===== src/rtl/id_ex_issue_if.sv =====
// ID -> EX issue bus: decoded fields from the control unit, ALU flag writes from execute,
// pipeline control, and the registered ID/EX fields and status returned to the pipeline.
interface id_ex_issue_if #(
   parameter int DATA_W = 32,
   parameter int CNT_W  = 16
);
   logic [3:0]        exe_cmd_in;
   logic              mem_read_in, mem_write_in, wb_en_in, b_in, s_in;
   logic [3:0]        cond_in;
   logic [DATA_W-1:0] pc_in, val_rn_in, val_rm_in;
   logic              imm_in;
   logic [11:0]       shift_operand_in;
   logic [23:0]       signed_imm_24_in;
   logic [3:0]        dest_in;
   logic              hazard, flush, freeze;
   logic              status_we;
   logic [3:0]        status_nzcv_in;

   logic [3:0]        exe_cmd_out;
   logic              mem_read_out, mem_write_out, wb_en_out, b_out, s_out;
   logic [DATA_W-1:0] pc_out, val_rn_out, val_rm_out;
   logic              imm_out;
   logic [11:0]       shift_operand_out;
   logic [23:0]       signed_imm_24_out;
   logic [3:0]        dest_out;
   logic [3:0]        status_q;
   logic              carry_out;
   logic [CNT_W-1:0]  bubble_cnt;

   modport master (
      output exe_cmd_in, mem_read_in, mem_write_in, wb_en_in, b_in, s_in, cond_in,
             pc_in, val_rn_in, val_rm_in, imm_in, shift_operand_in, signed_imm_24_in,
             dest_in, hazard, flush, freeze, status_we, status_nzcv_in,
      input  exe_cmd_out, mem_read_out, mem_write_out, wb_en_out, b_out, s_out,
             pc_out, val_rn_out, val_rm_out, imm_out, shift_operand_out,
             signed_imm_24_out, dest_out, status_q, carry_out, bubble_cnt
   );

   modport slave (
      input  exe_cmd_in, mem_read_in, mem_write_in, wb_en_in, b_in, s_in, cond_in,
             pc_in, val_rn_in, val_rm_in, imm_in, shift_operand_in, signed_imm_24_in,
             dest_in, hazard, flush, freeze, status_we, status_nzcv_in,
      output exe_cmd_out, mem_read_out, mem_write_out, wb_en_out, b_out, s_out,
             pc_out, val_rn_out, val_rm_out, imm_out, shift_operand_out,
             signed_imm_24_out, dest_out, status_q, carry_out, bubble_cnt
   );
endinterface


===== src/rtl/id_ex_issue_reg.sv =====
// ID/EX issue register: condition check against forwarded NZCV, bubble insertion,
// architectural status register and wrapping bubble counter.
module id_ex_issue_reg #(
   parameter int DATA_W = 32,
   parameter int CNT_W  = 16
) (
   input logic           clk,
   input logic           rst,
   id_ex_issue_if.slave  bus
);
   logic [3:0]        exe_cmd_q, exe_cmd_d;
   logic              mem_read_q, mem_read_d, mem_write_q, mem_write_d;
   logic              wb_en_q, wb_en_d, b_q, b_d, s_q, s_d;
   logic [DATA_W-1:0] pc_q, pc_d, val_rn_q, val_rn_d, val_rm_q, val_rm_d;
   logic              imm_q, imm_d;
   logic [11:0]       shift_operand_q, shift_operand_d;
   logic [23:0]       signed_imm_24_q, signed_imm_24_d;
   logic [3:0]        dest_q, dest_d;
   logic [3:0]        status_q, status_d;
   logic [CNT_W-1:0]  bubble_cnt_q, bubble_cnt_d;

   logic [3:0] nzcv_eff;
   logic       flag_n, flag_z, flag_c, flag_v;
   logic       cond_pass;
   logic       squash;

   // An instruction in ID must see the flags being written by the one in EX this cycle.
   assign nzcv_eff = bus.status_we ? bus.status_nzcv_in : status_q;
   assign {flag_n, flag_z, flag_c, flag_v} = nzcv_eff;

   always_comb begin
      cond_pass = 1'b0;
      case (bus.cond_in)
         4'b0000: cond_pass = flag_z;
         4'b0001: cond_pass = !flag_z;
         4'b0010: cond_pass = flag_c;
         4'b0011: cond_pass = !flag_c;
         4'b0100: cond_pass = flag_n;
         4'b0101: cond_pass = !flag_n;
         4'b0110: cond_pass = flag_v;
         4'b0111: cond_pass = !flag_v;
         4'b1000: cond_pass = flag_c && !flag_z;
         4'b1001: cond_pass = !flag_c || flag_z;
         4'b1010: cond_pass = (flag_n == flag_v);
         4'b1011: cond_pass = (flag_n != flag_v);
         4'b1100: cond_pass = !flag_z && (flag_n == flag_v);
         4'b1101: cond_pass = flag_z || (flag_n != flag_v);
         4'b1110: cond_pass = 1'b1;
         default: cond_pass = 1'b0;
      endcase
   end

   assign squash = bus.hazard || !cond_pass;

   always_comb begin
      exe_cmd_d       = exe_cmd_q;
      mem_read_d      = mem_read_q;
      mem_write_d     = mem_write_q;
      wb_en_d         = wb_en_q;
      b_d             = b_q;
      s_d             = s_q;
      pc_d            = pc_q;
      val_rn_d        = val_rn_q;
      val_rm_d        = val_rm_q;
      imm_d           = imm_q;
      shift_operand_d = shift_operand_q;
      signed_imm_24_d = signed_imm_24_q;
      dest_d          = dest_q;
      bubble_cnt_d    = bubble_cnt_q;
      // Status writes from EX land regardless of freeze/flush/hazard.
      status_d        = bus.status_we ? bus.status_nzcv_in : status_q;

      if (!bus.freeze) begin
         if (bus.flush) begin
            exe_cmd_d       = '0;
            mem_read_d      = 1'b0;
            mem_write_d     = 1'b0;
            wb_en_d         = 1'b0;
            b_d             = 1'b0;
            s_d             = 1'b0;
            pc_d            = '0;
            val_rn_d        = '0;
            val_rm_d        = '0;
            imm_d           = 1'b0;
            shift_operand_d = '0;
            signed_imm_24_d = '0;
            dest_d          = '0;
            bubble_cnt_d    = bubble_cnt_q + {{(CNT_W-1){1'b0}}, 1'b1};
         end else begin
            pc_d            = bus.pc_in;
            val_rn_d        = bus.val_rn_in;
            val_rm_d        = bus.val_rm_in;
            imm_d           = bus.imm_in;
            shift_operand_d = bus.shift_operand_in;
            signed_imm_24_d = bus.signed_imm_24_in;
            dest_d          = bus.dest_in;
            if (squash) begin
               exe_cmd_d    = '0;
               mem_read_d   = 1'b0;
               mem_write_d  = 1'b0;
               wb_en_d      = 1'b0;
               b_d          = 1'b0;
               s_d          = 1'b0;
               bubble_cnt_d = bubble_cnt_q + {{(CNT_W-1){1'b0}}, 1'b1};
            end else begin
               exe_cmd_d    = bus.exe_cmd_in;
               mem_read_d   = bus.mem_read_in;
               mem_write_d  = bus.mem_write_in;
               wb_en_d      = bus.wb_en_in;
               b_d          = bus.b_in;
               s_d          = bus.s_in;
            end
         end
      end
   end

   always_ff @(posedge clk) begin
      if (rst) begin
         exe_cmd_q       <= '0;
         mem_read_q      <= 1'b0;
         mem_write_q     <= 1'b0;
         wb_en_q         <= 1'b0;
         b_q             <= 1'b0;
         s_q             <= 1'b0;
         pc_q            <= '0;
         val_rn_q        <= '0;
         val_rm_q        <= '0;
         imm_q           <= 1'b0;
         shift_operand_q <= '0;
         signed_imm_24_q <= '0;
         dest_q          <= '0;
         status_q        <= '0;
         bubble_cnt_q    <= '0;
      end else begin
         exe_cmd_q       <= exe_cmd_d;
         mem_read_q      <= mem_read_d;
         mem_write_q     <= mem_write_d;
         wb_en_q         <= wb_en_d;
         b_q             <= b_d;
         s_q             <= s_d;
         pc_q            <= pc_d;
         val_rn_q        <= val_rn_d;
         val_rm_q        <= val_rm_d;
         imm_q           <= imm_d;
         shift_operand_q <= shift_operand_d;
         signed_imm_24_q <= signed_imm_24_d;
         dest_q          <= dest_d;
         status_q        <= status_d;
         bubble_cnt_q    <= bubble_cnt_d;
      end
   end

   assign bus.exe_cmd_out       = exe_cmd_q;
   assign bus.mem_read_out      = mem_read_q;
   assign bus.mem_write_out     = mem_write_q;
   assign bus.wb_en_out         = wb_en_q;
   assign bus.b_out             = b_q;
   assign bus.s_out             = s_q;
   assign bus.pc_out            = pc_q;
   assign bus.val_rn_out        = val_rn_q;
   assign bus.val_rm_out        = val_rm_q;
   assign bus.imm_out           = imm_q;
   assign bus.shift_operand_out = shift_operand_q;
   assign bus.signed_imm_24_out = signed_imm_24_q;
   assign bus.dest_out          = dest_q;
   assign bus.status_q          = status_q;
   assign bus.carry_out         = status_q[1];
   assign bus.bubble_cnt        = bubble_cnt_q;
endmodule


===== src/flat_wrapper.sv =====
// flat-port wrapper written by rule: the top's interface ports become plain ports
module id_ex_issue_reg_flat 
#(
   parameter int DATA_W = 32,
   parameter int CNT_W  = 16
)
  (clk, rst, bus_exe_cmd_in, bus_mem_read_in, bus_mem_write_in, bus_wb_en_in, bus_b_in, bus_s_in, bus_cond_in, bus_pc_in, bus_val_rn_in, bus_val_rm_in, bus_imm_in, bus_shift_operand_in, bus_signed_imm_24_in, bus_dest_in, bus_hazard, bus_flush, bus_freeze, bus_status_we, bus_status_nzcv_in, bus_exe_cmd_out, bus_mem_read_out, bus_mem_write_out, bus_wb_en_out, bus_b_out, bus_s_out, bus_pc_out, bus_val_rn_out, bus_val_rm_out, bus_imm_out, bus_shift_operand_out, bus_signed_imm_24_out, bus_dest_out, bus_status_q, bus_carry_out, bus_bubble_cnt);
  id_ex_issue_if #(.DATA_W(DATA_W), .CNT_W(CNT_W)) bus_i ();
  input logic clk;
  input logic rst;
  input wire logic [$bits(bus_i.exe_cmd_in)-1:0] bus_exe_cmd_in;
  input wire logic [$bits(bus_i.mem_read_in)-1:0] bus_mem_read_in;
  input wire logic [$bits(bus_i.mem_write_in)-1:0] bus_mem_write_in;
  input wire logic [$bits(bus_i.wb_en_in)-1:0] bus_wb_en_in;
  input wire logic [$bits(bus_i.b_in)-1:0] bus_b_in;
  input wire logic [$bits(bus_i.s_in)-1:0] bus_s_in;
  input wire logic [$bits(bus_i.cond_in)-1:0] bus_cond_in;
  input wire logic [$bits(bus_i.pc_in)-1:0] bus_pc_in;
  input wire logic [$bits(bus_i.val_rn_in)-1:0] bus_val_rn_in;
  input wire logic [$bits(bus_i.val_rm_in)-1:0] bus_val_rm_in;
  input wire logic [$bits(bus_i.imm_in)-1:0] bus_imm_in;
  input wire logic [$bits(bus_i.shift_operand_in)-1:0] bus_shift_operand_in;
  input wire logic [$bits(bus_i.signed_imm_24_in)-1:0] bus_signed_imm_24_in;
  input wire logic [$bits(bus_i.dest_in)-1:0] bus_dest_in;
  input wire logic [$bits(bus_i.hazard)-1:0] bus_hazard;
  input wire logic [$bits(bus_i.flush)-1:0] bus_flush;
  input wire logic [$bits(bus_i.freeze)-1:0] bus_freeze;
  input wire logic [$bits(bus_i.status_we)-1:0] bus_status_we;
  input wire logic [$bits(bus_i.status_nzcv_in)-1:0] bus_status_nzcv_in;
  output wire logic [$bits(bus_i.exe_cmd_out)-1:0] bus_exe_cmd_out;
  output wire logic [$bits(bus_i.mem_read_out)-1:0] bus_mem_read_out;
  output wire logic [$bits(bus_i.mem_write_out)-1:0] bus_mem_write_out;
  output wire logic [$bits(bus_i.wb_en_out)-1:0] bus_wb_en_out;
  output wire logic [$bits(bus_i.b_out)-1:0] bus_b_out;
  output wire logic [$bits(bus_i.s_out)-1:0] bus_s_out;
  output wire logic [$bits(bus_i.pc_out)-1:0] bus_pc_out;
  output wire logic [$bits(bus_i.val_rn_out)-1:0] bus_val_rn_out;
  output wire logic [$bits(bus_i.val_rm_out)-1:0] bus_val_rm_out;
  output wire logic [$bits(bus_i.imm_out)-1:0] bus_imm_out;
  output wire logic [$bits(bus_i.shift_operand_out)-1:0] bus_shift_operand_out;
  output wire logic [$bits(bus_i.signed_imm_24_out)-1:0] bus_signed_imm_24_out;
  output wire logic [$bits(bus_i.dest_out)-1:0] bus_dest_out;
  output wire logic [$bits(bus_i.status_q)-1:0] bus_status_q;
  output wire logic [$bits(bus_i.carry_out)-1:0] bus_carry_out;
  output wire logic [$bits(bus_i.bubble_cnt)-1:0] bus_bubble_cnt;
  assign bus_i.exe_cmd_in = bus_exe_cmd_in;
  assign bus_i.mem_read_in = bus_mem_read_in;
  assign bus_i.mem_write_in = bus_mem_write_in;
  assign bus_i.wb_en_in = bus_wb_en_in;
  assign bus_i.b_in = bus_b_in;
  assign bus_i.s_in = bus_s_in;
  assign bus_i.cond_in = bus_cond_in;
  assign bus_i.pc_in = bus_pc_in;
  assign bus_i.val_rn_in = bus_val_rn_in;
  assign bus_i.val_rm_in = bus_val_rm_in;
  assign bus_i.imm_in = bus_imm_in;
  assign bus_i.shift_operand_in = bus_shift_operand_in;
  assign bus_i.signed_imm_24_in = bus_signed_imm_24_in;
  assign bus_i.dest_in = bus_dest_in;
  assign bus_i.hazard = bus_hazard;
  assign bus_i.flush = bus_flush;
  assign bus_i.freeze = bus_freeze;
  assign bus_i.status_we = bus_status_we;
  assign bus_i.status_nzcv_in = bus_status_nzcv_in;
  assign bus_exe_cmd_out = bus_i.exe_cmd_out;
  assign bus_mem_read_out = bus_i.mem_read_out;
  assign bus_mem_write_out = bus_i.mem_write_out;
  assign bus_wb_en_out = bus_i.wb_en_out;
  assign bus_b_out = bus_i.b_out;
  assign bus_s_out = bus_i.s_out;
  assign bus_pc_out = bus_i.pc_out;
  assign bus_val_rn_out = bus_i.val_rn_out;
  assign bus_val_rm_out = bus_i.val_rm_out;
  assign bus_imm_out = bus_i.imm_out;
  assign bus_shift_operand_out = bus_i.shift_operand_out;
  assign bus_signed_imm_24_out = bus_i.signed_imm_24_out;
  assign bus_dest_out = bus_i.dest_out;
  assign bus_status_q = bus_i.status_q;
  assign bus_carry_out = bus_i.carry_out;
  assign bus_bubble_cnt = bus_i.bubble_cnt;
  id_ex_issue_reg #(.DATA_W(DATA_W), .CNT_W(CNT_W)) u_core (.clk(clk), .rst(rst), .bus(bus_i));
endmodule

===== config.mk =====
export PLATFORM = sky130hd
export DESIGN_NAME = id_ex_issue_reg_flat
export DESIGN_NICKNAME = d
export VERILOG_FILES = /design/src/rtl/id_ex_issue_if.sv /design/src/rtl/id_ex_issue_reg.sv /design/src/flat_wrapper.sv
export SDC_FILE = /design/constraint.sdc
export NUM_CORES = 1
export LEC_CHECK = 0
export ABC_AREA = 1
export BUFFER_PORTS_ARGS = -buffer_cell sky130_fd_sc_hd__buf_2
export CORE_ASPECT_RATIO = 0.7
export CORE_MARGIN = 4
export CORE_UTILIZATION = 29
export CTS_BUF_LIST = sky130_fd_sc_hd__clkbuf_2
export CTS_CLUSTER_DIAMETER = 100
export DETAILED_ROUTE_END_ITERATION = 8
export RECOVER_POWER = 25
export SLEW_MARGIN = 20
export SYNTH_ARGS = -nofsm -noshare
export SYNTH_HDL_FRONTEND = slang
export SYNTH_SLANG_ARGS = --single-unit

===== constraint.sdc =====
create_clock -name clk -period 1.8 [get_ports clk]
set_clock_uncertainty 0.05 [all_clocks]
set_input_delay 0.09 -clock clk [delete_from_list [all_inputs] [get_ports clk]]
set_output_delay 0.09 -clock clk [all_outputs]
set_load 0.005 [all_outputs]

==> flow_metrics.env, run 1 <==
export IMPL_gp_congestion=0.822
export IMPL_die_w_um=184
export IMPL_error="[ERROR RSZ-0060] Max buffer count reached."
export IMPL_cts_max_level=4
export IMPL_cts_sinks=166
export IMPL_status="aborted with a tool error"
export IMPL_cts_setup_buffers=0
export IMPL_row_count=44
export IMPL_numPortBuffers=326
export IMPL_clk_path_buf_depth=2
export IMPL_haltStage="clock tree synthesis"
export IMPL_seq_area_frac_synth_pct=53.0
export IMPL_cts_inserted_buffers=17
export IMPL_yosysWarnings=0
export IMPL_synth_area_um2=6270
export IMPL_yosys_area_top_type="dfxtp_1"
export IMPL_synth_nets=1013
export IMPL_syn_instance_count=852
export IMPL_die_h_um=131
export IMPL_synth_top_area_share_pct=53.0
export IMPL_hpwl_um=14500
export IMPL_synth_avg_cell_area_um2=7.36
export IMPL_cts_resized_gates=1
export IMPL_cts_root_buf="clkbuf_2"
export IMPL_ys_seq_elements=166
export IMPL_ys_types=24
export IMPL_synth_area_leaders="dfxtp_1 53%, nand2_1 21%, a21oi_1 13%, clkbuf_1 2.8%, nor2_1 2.5%"
export IMPL_start_util_pct=29.9
export IMPL_postCtsHoldBufs=289
export IMPL_io_pins=327
export IMPL_dpl_cell_count=1410
## per-stage QoR
stage | cell area (µm²) | setup WS, ns
3_3_place_gp | 8170 | 0.126
3_5_place_dp | 8170 | 0.0198
2_1_floorplan | 6270 | 0.310
## kinds of logic after synthesis
family | Yosys count | share of synthesized area [%]
AO/OA/AOI/OAI | 166 | 13.4
adder cells (fa/ha/maj) | 1 | 0.199
buffers and inverters | 83 | 5.39
flip-flops | 166 | 53.0
AND/OR/NAND/NOR | 436 | 28.1
## cell usage after synthesis
| cell type | instances |
|---|---|
| ha_1 | 1 |
| nand2_4 | 2 |
| nand3_2 | 3 |
| nor2_4 | 1 |
| clkbuf_1 | 47 |
| inv_1 | 26 |
| inv_2 | 1 |
| nand4_1 | 11 |
| nor2_1 | 42 |
| nand3_1 | 21 |
| nor3_1 | 3 |
| o21ai_1 | 1 |
| a21oi_1 | 163 |
| nor3b_1 | 2 |
| a211oi_2 | 1 |
| nand2_2 | 5 |
| nor4_1 | 2 |
| clkinv_1 | 1 |
| buf_4 | 1 |
| dfxtp_1 | 166 |
| buf_1 | 4 |
| buf_6 | 3 |
| o21ai_0 | 1 |
| nand2_1 | 344 |
==> run 2: changes to the inputs <==
Settings changed: CORE_ASPECT_RATIO 0.7 to not set, CORE_UTILIZATION 29 to 20, CTS_BUF_LIST sky130_fd_sc_hd__clkbuf_2 to not set, CTS_CLUSTER_DIAMETER 100 to not set, PLACE_DENSITY_LB_ADDON set to 0.15.
==> run 2 against run 1 <==
  * The flow now finishes without violations
  * Area after synthesis is the same
  * Synthesized cell count is the same
==> flow_metrics.env, run 2 <==
export IMPL_final_cell_mix="345 x nand2_1, 324 x buf_2, 165 x dfxtp_1"
export IMPL_drc_errors=0
export IMPL_vias=7089
export IMPL_grt_pass1_wl_um=37200
export IMPL_ys_seq_elements=166
export IMPL_synth_area_um2=6270
export IMPL_peakVddDrop_v=0.000585
export IMPL_drt_iter0_drc=310
export IMPL_ys_flop_type="dfxtp_1"
export IMPL_wl_per_cell_um=14.0
export IMPL_status="finished, final reports clean"
export IMPL_grt_start_max_net_pins=81
export IMPL_end_kind="register"
export IMPL_row_count=64
export IMPL_power_mw=8.77
export IMPL_nNetsFinal=1469
export IMPL_clkLatencyLatePin_ns=0.42
export IMPL_crit_path_start_kind="register"
export IMPL_clk_path_buf_depth=2
export IMPL_hold_viol_final=0
export IMPL_die_area_um2=34300
export IMPL_grt_total_usage_pct=13.6
export IMPL_gr_total_overflow=0
export IMPL_start_util_pct=20.4
export IMPL_io_pins=327
export IMPL_max_stage_delay_ns=0.39
export IMPL_layout_commonest_cell="nand2_1"
export IMPL_critPathSlowestCell="dfxtp_1"
export IMPL_setup_viol=0
export IMPL_synth_nets=1013
export IMPL_cts_max_level=4
export IMPL_period_needed_ns=1.62
export IMPL_cts_sinks=166
export IMPL_die_w_um=185
export IMPL_ys_async_sr_fraction_pct=0
export IMPL_report_final_slew_viol_count=0
export IMPL_ys_types=24
export IMPL_crit_path_max_fanout=5
export IMPL_critPathArrivalTime_ns=1.89
export IMPL_finalInstanceArea_um2=10500
export IMPL_nFillCells=3410
export IMPL_crit_chain="nand2_1, nor2_1, nand4_1, nor4_1, nand3_1, nand2_1, nor2_1"
export IMPL_route_antenna_remaining_nets=0
export IMPL_yosysMostFrequentCell="nand2_1"
export IMPL_wl_um=24000
export IMPL_viasPerCell=4.13
export IMPL_drt_pass1_iter_count=4
export IMPL_place_area_um2=8310
export IMPL_tns_ns=0
export IMPL_fin_hold_ws_ns=0.0315
export IMPL_yosysWarnings=0
export IMPL_die_h_um=185
export IMPL_cp_data_required_time_ns=2.07
export IMPL_n_antenna_cell=0
export IMPL_gp_congestion=0.775
export IMPL_synth_avg_cell_area_um2=7.36
export IMPL_syn_instance_count=852
export IMPL_path_clk_slew_ns=0.07
export IMPL_synth_common_cells="344 x nand2_1, 166 x dfxtp_1, 163 x a21oi_1, 47 x clkbuf_1, 42 x nor2_1"
export IMPL_p_leak_nw=4.77
export IMPL_cts_root_buf="clkbuf_16"
export IMPL_cts_setup_buffers=0
export IMPL_finalWorstSetupSlack_ns=0.178
export IMPL_synth_edff_count=0
export IMPL_cts_inserted_buffers=17
export IMPL_p_per_area_nw_per_um2=838
export IMPL_hpwl_um=15900
export IMPL_numPortBuffers=326
export IMPL_maxCapViolations=0
export IMPL_hp_class="in -> reg"
export IMPL_core_area_um2=30700
export IMPL_place_ws_ns=0.124
export IMPL_rsz0062_at_grt="no"
export IMPL_worst_pin_slew_ns=1.20
export IMPL_path_class="reg -> reg"
export IMPL_post_route_period_util_pct=90.1
export IMPL_yosys_area_top_type="dfxtp_1"
export IMPL_cts_tree="built"
export IMPL_area_growth_pct=66.8
export IMPL_antenna_found_initial=0
export IMPL_synth_area_leaders="dfxtp_1 53%, nand2_1 21%, a21oi_1 13%, clkbuf_1 2.8%, nor2_1 2.5%"
export IMPL_synth_top_area_share_pct=53.0
export IMPL_fmax_mhz=617
export IMPL_seq_area_frac_synth_pct=53.0
export IMPL_drive_above_1_share_pct=28.9
export IMPL_grt_pass1_vias=7058
export IMPL_relSlewSlack_pct=20.2
==> run 2: final cells by class <==
| cell class | count | area, µm² | share of cell area, % |
|---|---|---|---|
| Clock buffer | 18 | 439 | 4.20 |
| Sequential cell | 166 | 3320 | 31.8 |
| Multi-Input combinational cell | 603 | 2630 | 25.1 |
| Timing Repair Buffer | 492 | 3320 | 31.8 |
| Clock inverter | 13 | 148 | 1.41 |
| Tap cell | 396 | 495 | 4.74 |
| Inverter | 28 | 105 | 1.00 |
==> run 2: critical path: cells and delay by family, from the launching register on <==
| kind | cells | cell delay [ns] |
|---|---|---|
| flip-flops | 1 | 0.39 |
| AND/OR/NAND/NOR | 7 | 1.07 |
==> run 2: cells by family after synthesis <==
kind of cell    share of synthesized area [%]
buf+inv                                  5.39
simple gates                             28.1
fa+ha+maj                               0.199
compound gates                           13.4
flops                                    53.0
==> run 2: repair_timing <==
item / 4_1_cts / 5_1_grt
gates resized for setup: 0 / 4
setup endpoints to repair: 0 / 16
endpoints found under the hold margin: 148 / 0
hold buffers: 157 / 0
==> run 2: stage by stage <==
stage	util (%)	cells
final	34.0	1716
after global routing	34.0	1716
after CTS	34.0	1716
after detailed placement	27.0	1528
after global placement	27.0	1528
after floorplan	-	852
==> run 2: report_power, final <==
part	internal (mW)	switching (mW)	total [mW]
clock network	2.10	1.67	3.78
logic	0.576	0.549	1.13
registers	3.80	0.0661	3.87
total	6.48	2.29	8.77
==> run 2: worst paths after layout <==
| check | slack, ns | end | start | depth (start not counted) |
|---|---|---|---|---|
| max | 0.18 | u_core.bus.bubble_cnt[13] | u_core.bus.bubble_cnt[2] | 7 |
| min | 0.03 | u_core.bus.val_rm_out[11] | bus_freeze | 3 |
| min reg2reg | 0.41 | u_core.bus.val_rm_out[8] | u_core.bus.val_rm_out[8] | 2 |
| max reg2reg | 0.18 | u_core.bus.bubble_cnt[13] | u_core.bus.bubble_cnt[2] | 7 |
==> run 2: per-layer routing <==
layer	global-route usage, %	vias up	part of all wire, %
met5	0	-	0
met4	4.87	0	2.6
met3	4.34	31	6.6
met2	23.5	200	50
met1	15.7	3219	41
li1	-	3639	-
No activity file was read; power rests on OpenSTA's default activity.
==> run 3: changes to the inputs <==
Settings changed: CORE_UTILIZATION 20 to 45, SKIP_LAST_GASP set to 1.
==> run 3 against run 2 <==
  * Sequential power barely moved
  * Combinational power barely moved
  * Utilization rose by 42 points
  * Sequential cell count did not move
  * Worst hold slack got worse by 0.030 ns
  * Largest cell class unchanged
  * Highest routed layer unchanged
==> flow_metrics.env, run 3 (same netlist as run 2, synthesis figures left out) <==
export IMPL_hold_path_depth=3
export IMPL_vias=7510
export IMPL_die_area_um2=15900
export IMPL_path_clk_slew_ns=0.06
export IMPL_die_h_um=126
export IMPL_nFillCells=930
export IMPL_clkLatencyLatePin_ns=0.42
export IMPL_maxCapViolations=0
export IMPL_cts_inserted_buffers=17
export IMPL_antenna_found_initial=0
export IMPL_critPathArrivalTime_ns=1.93
export IMPL_period_needed_ns=1.66
export IMPL_core_area_um2=13500
export IMPL_route_antenna_remaining_nets=0
export IMPL_cts_tree="built"
export IMPL_grt_pass1_wl_um=36200
export IMPL_fmax_mhz=602
export IMPL_io_pins=327
export IMPL_report_final_slew_viol_count=0
export IMPL_drt_iter0_drc=612
export IMPL_grt_start_max_net_pins=91
export IMPL_drt_pass1_iter_count=5
export IMPL_place_ws_ns=0.0798
export IMPL_cts_sinks=166
export IMPL_hp_class="in -> reg"
export IMPL_grt_pass1_vias=7329
export IMPL_cts_max_level=4
export IMPL_end_kind="register"
export IMPL_status="finished, final reports clean"
export IMPL_drc_errors=0
export IMPL_r2r_start="u_core.bus.bubble_cnt[0]"
export IMPL_r2r_end="u_core.bus.bubble_cnt[15]"
export IMPL_p_leak_nw=4.79
export IMPL_crit_path_max_fanout=5
export IMPL_start_util_pct=46.6
export IMPL_worst_pin_slew_ns=1.09
export IMPL_n_antenna_cell=0
export IMPL_crit_path_start_kind="register"
export IMPL_hold_viol_final=0
export IMPL_power_mw=8.82
export IMPL_hpwl_um=13800
export IMPL_cp_data_required_time_ns=2.07
export IMPL_grt_total_usage_pct=28.0
export IMPL_relSlewSlack_pct=27.2
export IMPL_wl_um=23700
export IMPL_fin_hold_ws_ns=0.00151
export IMPL_wl_per_cell_um=15.8
export IMPL_finalInstanceArea_um2=10300
export IMPL_clk_path_buf_depth=2
export IMPL_peakVddDrop_v=0.000638
export IMPL_setup_viol=0
export IMPL_gr_total_overflow=0
export IMPL_drive_above_1_share_pct=28.9
export IMPL_path_class="reg -> reg"
export IMPL_r2r_cells=9
export IMPL_post_route_period_util_pct=92.3
export IMPL_hold_start="bus_freeze"
export IMPL_viasPerCell=5.01
export IMPL_hold_path_endpoint="u_core.bus.s_out"
export IMPL_die_w_um=126
export IMPL_place_area_um2=8020
export IMPL_nNetsFinal=1472
export IMPL_finalWorstSetupSlack_ns=0.138
export IMPL_p_per_area_nw_per_um2=859
export IMPL_final_cell_mix="344 x nand2_1, 324 x buf_2, 164 x dfxtp_1"
export IMPL_gp_congestion=0.891
export IMPL_layout_commonest_cell="nand2_1"
export IMPL_row_count=42
export IMPL_cts_setup_buffers=0
export IMPL_area_growth_pct=63.6
export IMPL_cts_root_buf="clkbuf_16"
export IMPL_numPortBuffers=326
export IMPL_r2r_setup_slack_ns=0.14
-- run 3: changes by cell type in the layout (fill, tap and decap cells not counted), sizes merged --
| cell | previous run | this run |
|---|---|---|
| clkinvlp | 3 | 2 |
| nand2 | 351 | 353 |
| inv | 32 | 27 |
| bufinv | 2 | 3 |
| dlygate4sd3 | 157 | 158 |
| clkinv | 4 | 3 |
| buf | 333 | 334 |
| clkbuf | 20 | 25 |
-- run 3: per-stage QoR --
stage	std cells	TNS, ns	util, %
2_1_floorplan	852	0	-
3_3_place_gp	1308	0	59.6
3_5_place_dp	1308	0	59.6
4_1_cts	1497	0	75.9
5_1_grt	1499	-0.0335	76.3
6_report	1499	0	76.3
-- run 3: what timing repair did --
action	in CTS	in global routing
gates resized for setup	0	8
endpoints found under the setup margin	0	16
hold endpoints to repair	147	0
hold buffers	158	0
-- run 3: where the power goes --
part	internal, mW	total [mW]	switching [mW]
sequential	3.81	3.88	0.0731
clock	2.33	3.77	1.45
combinational	0.580	1.16	0.584
-- run 3: worst max-delay path by stage --
| stage | slack (ns) | endpoint | startpoint |
|---|---|---|---|
| floorplan | 0.31 | u_core.bus.bubble_cnt[13] | u_core.bus.status_q[0] |
| finish | 0.14 | u_core.bus.bubble_cnt[15] | u_core.bus.bubble_cnt[0] |
| CTS | 0.05 | u_core.bus.bubble_cnt[3] | u_core.bus.status_q[3] |
| global placement | 0.14 | u_core.bus.bubble_cnt[12] | bus_status_we |
| global route | -0.02 | u_core.bus.bubble_cnt[2] | u_core.bus.status_q[2] |
| detailed placement | 0.08 | u_core.bus.bubble_cnt[14] | u_core.bus.status_q[3] |
-- run 3: critical path: stages (launching register included) --
cell,delay (ns)
dfxtp_1,0.44
nand2_1,0.13
nor2_2,0.14
nand4_1,0.16
nor3_1,0.20
nand3_1,0.10
nor2_1,0.15
nand3_1,0.09
nand2_1,0.06
nor2_1,0.05
-- run 3: final cells by class --
cell class / instances / area, µm² / area share (%)
flip-flops and latches: 166 / 3330 / 32.4
repair buffers: 493 / 3320 / 32.4
multi-input cells: 605 / 2680 / 26.1
clock buffers: 24 / 492 / 4.79
well taps: 176 / 220 / 2.15
clock inverters: 7 / 119 / 1.16
inverters: 28 / 105 / 1.02
-- run 3: metal layers --
metal,share of wire (%),routed length [µm],up-vias,track usage (%)
li1,-,-,3642,-
met1,36,8530,3409,29.2
met2,51,12200,369,49.9
met3,8.1,1920,90,8.76
met4,4.7,1110,0,15.5
met5,0,0,-,0
